$ cat src/rtl/seq_pkg.sv
// Shared definitions for the stacked-array sequencer: FSM state encoding
// and the width of the ctrl word broadcast to every array.
package seq_pkg;

   localparam int CTRL_W = 32;

   typedef enum logic [1:0] {
      ST_IDLE  = 2'd0,
      ST_RUN   = 2'd1,
      ST_DRAIN = 2'd2,
      ST_HOLD  = 2'd3
   } seq_state_e;

endpackage

$ cat src/rtl/seq_step_counter.sv
// Loadable up-counter with a terminal-count flag (count == last_i).
// Load wins over enable; the owner stops enabling at terminal count,
// so the counter itself never needs to wrap.
module seq_step_counter #(
   parameter int W = 4
) (
   input  logic         clk,
   input  logic         rst_n,
   input  logic         load_i,
   input  logic [W-1:0] load_val_i,
   input  logic         en_i,
   input  logic [W-1:0] last_i,
   output logic [W-1:0] count_o,
   output logic         tc_o
);

   logic [W-1:0] count_q, count_d;

   // Next count: load, step, or hold.
   always_comb begin
      // NOTE: assign a default first so every path drives count_d and no latch is inferred.
      count_d = count_q;
      if (load_i) begin
         count_d = load_val_i;
      end else if (en_i) begin
         count_d = count_q + 1'b1;
      end
   end

   // Count register.
   always_ff @(posedge clk or negedge rst_n) begin
      // NOTE: sequential state uses non-blocking assignment so every register samples pre-edge values.
      if (!rst_n) begin
         count_q <= '0;
      end else begin
         count_q <= count_d;
      end
   end

   assign count_o = count_q;
   assign tc_o    = (count_q == last_i);

endmodule

$ cat src/rtl/stacked_array_sequencer.sv
// Job-level controller for the stacked systolic array.
// Per job: accept one input vector, step the weight address 0..ADDR_LAST
// with clock enable, drain the cell pipeline, capture the packed array
// outputs and present them until the consumer takes them.
// Optional feature macro: SEQ_PERF_CNT_EN adds perf_jobs / perf_busy counters.
module stacked_array_sequencer
   import seq_pkg::*;
#(
   parameter int WIDTH                 = 8,
   parameter int ARRAY_COUNT           = 3,
   parameter int CELLS_PER_ARRAY_COUNT = 3,
   parameter int CELL_MEM_ADDR_WIDTH   = 4,
   parameter int ADDR_LAST             = 15
) (
   input  logic                           clk,
   input  logic                           rst_n,
   input  logic                           cfg_we,
   input  logic [CTRL_W-1:0]              cfg_ctrl,
   input  logic                           in_valid,
   output logic                           in_ready,
   input  logic [WIDTH*ARRAY_COUNT-1:0]   in_data,
   output logic                           out_valid,
   input  logic                           out_ready,
   output logic [WIDTH*ARRAY_COUNT-1:0]   out_data,
   output logic                           busy,
   output logic                           arr_ce,
   output logic [CTRL_W-1:0]              arr_ctrl,
   output logic [CELL_MEM_ADDR_WIDTH-1:0] arr_mem_addr,
   output logic [WIDTH*ARRAY_COUNT-1:0]   arr_x_ins,
   input  logic [WIDTH*ARRAY_COUNT-1:0]   arr_y_out
`ifdef SEQ_PERF_CNT_EN
   ,
   output logic [31:0]                    perf_jobs,
   output logic [31:0]                    perf_busy
`endif
);

   localparam int VW = WIDTH * ARRAY_COUNT;
   localparam int AW = CELL_MEM_ADDR_WIDTH;
   localparam int DW = $clog2(CELLS_PER_ARRAY_COUNT + 1);

   localparam logic [AW-1:0] ADDR_LAST_V  = AW'(ADDR_LAST);
   localparam logic [DW-1:0] DRAIN_LAST_V = DW'(CELLS_PER_ARRAY_COUNT - 1);

   seq_state_e state_q, state_d;

   logic [VW-1:0]     x_q;
   logic [CTRL_W-1:0] ctrl_q;
   logic [VW-1:0]     out_data_q;
   logic              out_valid_q;

   // Control strobes from the FSM.
   logic x_we, ctrl_we, capture, out_clr;
   logic addr_load, addr_en, drain_load, drain_en;

   logic [AW-1:0] addr_cnt;
   logic          addr_tc;
   logic [DW-1:0] drain_cnt_unused;
   logic          drain_tc;

   // Weight address: cleared on job accept, stepped through RUN, then held
   // at ADDR_LAST for the drain because RUN stops enabling at terminal count.
   seq_step_counter #(.W(AW)) u_addr_cnt (
      .clk        (clk),
      .rst_n      (rst_n),
      .load_i     (addr_load),
      .load_val_i ('0),
      .en_i       (addr_en),
      .last_i     (ADDR_LAST_V),
      .count_o    (addr_cnt),
      .tc_o       (addr_tc)
   );

   // Drain length: CELLS_PER_ARRAY_COUNT cycles, the last one flagged by tc.
   seq_step_counter #(.W(DW)) u_drain_cnt (
      .clk        (clk),
      .rst_n      (rst_n),
      .load_i     (drain_load),
      .load_val_i ('0),
      .en_i       (drain_en),
      .last_i     (DRAIN_LAST_V),
      .count_o    (drain_cnt_unused),
      .tc_o       (drain_tc)
   );

   // FSM next-state and strobe decode.
   always_comb begin
      state_d    = state_q;
      x_we       = 1'b0;
      ctrl_we    = 1'b0;
      capture    = 1'b0;
      out_clr    = 1'b0;
      addr_load  = 1'b0;
      addr_en    = 1'b0;
      drain_load = 1'b0;
      drain_en   = 1'b0;
      unique case (state_q)
         ST_IDLE: begin
            // ctrl writes land only here, so the word is frozen for the whole job.
            ctrl_we = cfg_we;
            if (in_valid) begin
               x_we      = 1'b1;
               addr_load = 1'b1;
               state_d   = ST_RUN;
            end
         end
         ST_RUN: begin
            if (addr_tc) begin
               drain_load = 1'b1;
               state_d    = ST_DRAIN;
            end else begin
               addr_en = 1'b1;
            end
         end
         ST_DRAIN: begin
            if (drain_tc) begin
               capture = 1'b1;
               state_d = ST_HOLD;
            end else begin
               drain_en = 1'b1;
            end
         end
         ST_HOLD: begin
            if (out_ready) begin
               out_clr = 1'b1;
               state_d = ST_IDLE;
            end
         end
         default: state_d = ST_IDLE;
      endcase
   end

   // State register.
   always_ff @(posedge clk or negedge rst_n) begin
      if (!rst_n) begin
         state_q <= ST_IDLE;
      end else begin
         state_q <= state_d;
      end
   end

   // Job data registers: held input vector, ctrl word, captured result.
   always_ff @(posedge clk or negedge rst_n) begin
      if (!rst_n) begin
         x_q         <= '0;
         ctrl_q      <= '0;
         out_data_q  <= '0;
         out_valid_q <= 1'b0;
      end else begin
         if (x_we)    x_q    <= in_data;
         if (ctrl_we) ctrl_q <= cfg_ctrl;
         if (capture) begin
            out_data_q  <= arr_y_out;
            out_valid_q <= 1'b1;
         end else if (out_clr) begin
            out_valid_q <= 1'b0;
         end
      end
   end

`ifdef SEQ_PERF_CNT_EN
   logic [31:0] perf_jobs_q, perf_busy_q;

   // Performance counters: completed out handshakes and busy cycles; both wrap.
   always_ff @(posedge clk or negedge rst_n) begin
      if (!rst_n) begin
         perf_jobs_q <= '0;
         perf_busy_q <= '0;
      end else begin
         if (out_valid_q && out_ready) perf_jobs_q <= perf_jobs_q + 32'd1;
         if (state_q != ST_IDLE)       perf_busy_q <= perf_busy_q + 32'd1;
      end
   end

   assign perf_jobs = perf_jobs_q;
   assign perf_busy = perf_busy_q;
`endif

   assign in_ready     = (state_q == ST_IDLE);
   assign busy         = (state_q != ST_IDLE);
   assign arr_ce       = (state_q == ST_RUN) || (state_q == ST_DRAIN);
   assign arr_mem_addr = addr_cnt;
   assign arr_x_ins    = x_q;
   assign arr_ctrl     = ctrl_q;
   assign out_data     = out_data_q;
   assign out_valid    = out_valid_q;

endmodule

$ cat config.mk
export PLATFORM = sky130hd
export DESIGN_NAME = stacked_array_sequencer
export DESIGN_NICKNAME = d
export VERILOG_FILES = /design/src/rtl/seq_pkg.sv /design/src/rtl/seq_step_counter.sv /design/src/rtl/stacked_array_sequencer.sv
export SDC_FILE = /design/constraint.sdc
export NUM_CORES = 1
export LEC_CHECK = 0
export ABC_AREA = 1
export CORE_UTILIZATION = 37
export DETAILED_ROUTE_END_ITERATION = 6
export PLACE_DENSITY = 0.85
export SYNTH_ARGS = -nofsm -noshare
export SYNTH_HDL_FRONTEND = slang
export SYNTH_SLANG_ARGS = --single-unit
$ cat constraint.sdc
create_clock -name clk -period 1.3 [get_ports clk]
set_input_delay 0.325 -clock clk [delete_from_list [all_inputs] [get_ports clk]]
set_output_delay 0.325 -clock clk [all_outputs]
set_load 0.01 [all_outputs]
==> metrics <==
Synth Register Bits 89; Tmin final 1.47 ns; Logic pwr share 55.8%; Worst path most repeated cell inv_2; peak supply drop 0.00108 V; Non-Filler Instances 679; required time of the critical path 0.98 ns; Final Cell Area 0.00649 mm2; row count 36; RSZ-0062 raised after global routing true; Hold Path Class input port to async pin; ANT nets after route 0; Yosys warning total 0; Root Buffer clkbuf_8; sequential share of power 31.8%; H-Tree Level Count 3; hold_ws -0.0384 ns; initial cell density of the core 38.1%; Reg2Reg Launch Point state_q[0]; critical path's top delay family flip-flops; failing checks negative hold slack, negative setup slack; max_cap viols 0; crit-path max FO 3; Pre-Repair DR Iteration Count 4; Nets 633; routed vias 3088; dpl cell area 0.00586 mm2; final hold vios 14; drc violations 0; Slew HR 66.2%; # hold bufs at CTS 0; TritonCTS Buffers 9; Clock Latency Late Sink 0.35 ns; Slowest-stage cell, CP dfrtp_1; I/O Buffers 172; P_int 10.0 mW; startpoint types flip-flop; Slew Viols, Final 0; CTS tree built; number of global-route vias before repair 3236; # setup viols final 92; Worst EP arrival 1.15 ns; setup TNS -8.29 ns; Final Total Pwr 15.5 mW; initial detailed-routing violation count 78; achievable frequency 680 MHz; Area Overhead vs Synth 74.3%; Total Routing Usage GR 19.9%; die footprint 0.0105 mm2; routability-driven placement congestion ratio 0.804; Setup crit start state_q[0]; setup slack at placement -0.251 ns; dpl cells 616; drt total wl 10.7 mm; syn nets 383; PwrDens 2390 mW/mm2; P_sw 5.48 mW; Least-Margin Pin Slew 0.507 ns; Die Span Y 102 um; GRT overflow 0; CP Buf/Inv Count 3; P_leak 3.41 nW; Crit. End Element output pin; total clock sinks 89; initial antenna violation count 0; ant diodes 0; WL per Instance 15.7 um; distinct cell type count after synthesis 18; first-pass GRT wire length 15.8 mm; Clock transition at path regs 0.10 ns; skew final 0.00856 ns; layout cells sized above 1 55.7%; Detailed Place HPWL 7.10 mm; switch share 35.3%; Clock power frac 12.4%; slowest cell delay on critical path 0.39 ns; Boundary Pins 173; status complete, but fails checks; post-synthesis sequential area ratio 59.8%; leading cell type in the layout, fill and taps excluded dfrtp_1; Synth Area per Inst 12.8 um2; commonest cells after routing, fill and taps aside dfrtp_1, clkdlybuf4s50_1, buf_2; cells after synthesis 291; largest net degree at the start of global routing 90; DR vias/cell 4.55; CTS Buffer Depth 2; worst reg2reg setup slack -0.13 ns; WS Path Type flip-flop to output pin; critical-path cell list inv_2 -> ha_4 -> inv_2 -> buf_6; Core Box Area 0.00977 mm2; Die X 102 um; Layout Utilization 66.4%; Synth Cell Area 0.00372 mm2; fillers 734; worst setup margin -0.170 ns; fin crit share 113%
sequential cells by signal, summed over array words and instances, names as in the netlist:
register             flops
arr_ctrl                32
u_addr_cnt.count_o       4
out_data                24
arr_x_ins               24
u_drain_cnt.count_o      2
out_valid                1
state_q                  2
layout make-up:
class | instances | area (um2) | area share (%)
clock buffers | 9 | 124 | 1.91
clock inverters | 7 | 77.6 | 1.20
inverters | 11 | 56.3 | 0.867
multi-input cells | 182 | 1740 | 26.9
flip-flops and latches | 89 | 2230 | 34.3
well taps | 133 | 166 | 2.56
repair buffers | 248 | 2100 | 32.3
repair_timing:
| action | in CTS | in global routing |
|---|---|---|
| buffers inserted | 39 | 5 |
| gates resized for setup | 411 | 58 |
| pin swaps | 7 | 15 |
| setup endpoints to repair | 173 | 98 |
| cloned | 4 | 1 |
logic make-up (layout without fill, tap and decap cells):
logic type / Yosys count / in the layout / share of synthesized area [%]
AND/OR/NAND/NOR: 117 / 117 / 12.6
flip-flops: 89 / 89 / 59.8
multiplexers: 56 / 56 / 21.9
buffers and inverters: 20 / 275 / 3.09
adder cells (fa/ha/maj): 7 / 7 / 2.35
AO/OA/AOI/OAI: 2 / 2 / 0.268
power by group through the flow:
| stage | logic [mW] | clock network, mW | registers (mW) |
|---|---|---|---|
| 2_1_floorplan | 2.98 | 0 | 5.57 |
| 3_3_place_gp | 7.49 | 0 | 4.95 |
| 3_5_place_dp | 7.73 | 0 | 5.02 |
| 4_1_cts | 8.19 | 1.98 | 4.89 |
| 5_1_grt | 9.27 | 2.10 | 5.08 |
| 6_report | 8.64 | 1.93 | 4.92 |
synthesized netlist by cell type (all sizes together):
master,n,area [um2]
buf,7,66.3
dfrtp,89,2230
or2,1,6.26
ha,7,87.6
nand3,8,40.0
a21oi,1,5.00
nor3b,1,7.51
mux2,56,815
o21ai,1,5.00
nor2,5,18.8
inv,11,41.3
nand4,3,18.8
clkbuf,2,7.51
nand2,99,379
per-layer routing:
layer | vias up | part of all wire [%] | track usage, %
met5 | - | 0 | 0
met4 | 0 | 1.2 | 6.81
met3 | 11 | 7.3 | 4.86
met2 | 116 | 52 | 35.4
met1 | 1515 | 39 | 23.6
li1 | 1446 | - | -
worst reg2reg max path, cell delays in order, from the launching register on:
cell     delay, ns
dfrtp_1       0.39
inv_2         0.08
ha_4          0.16
buf_6         0.12
nand2_8       0.09
buf_12        0.17
mux2_4        0.29
worst paths after layout:
check,end,depth (start not counted)
setup / recovery,busy,4
hold / removal,arr_ctrl[22],2
setup reg to reg,arr_ctrl[7],6
hold reg to reg,arr_x_ins[4],2
max in group asynchronous,arr_ctrl[28],2
min in group clk,arr_x_ins[4],2
(Power assumes the default switching activity.)
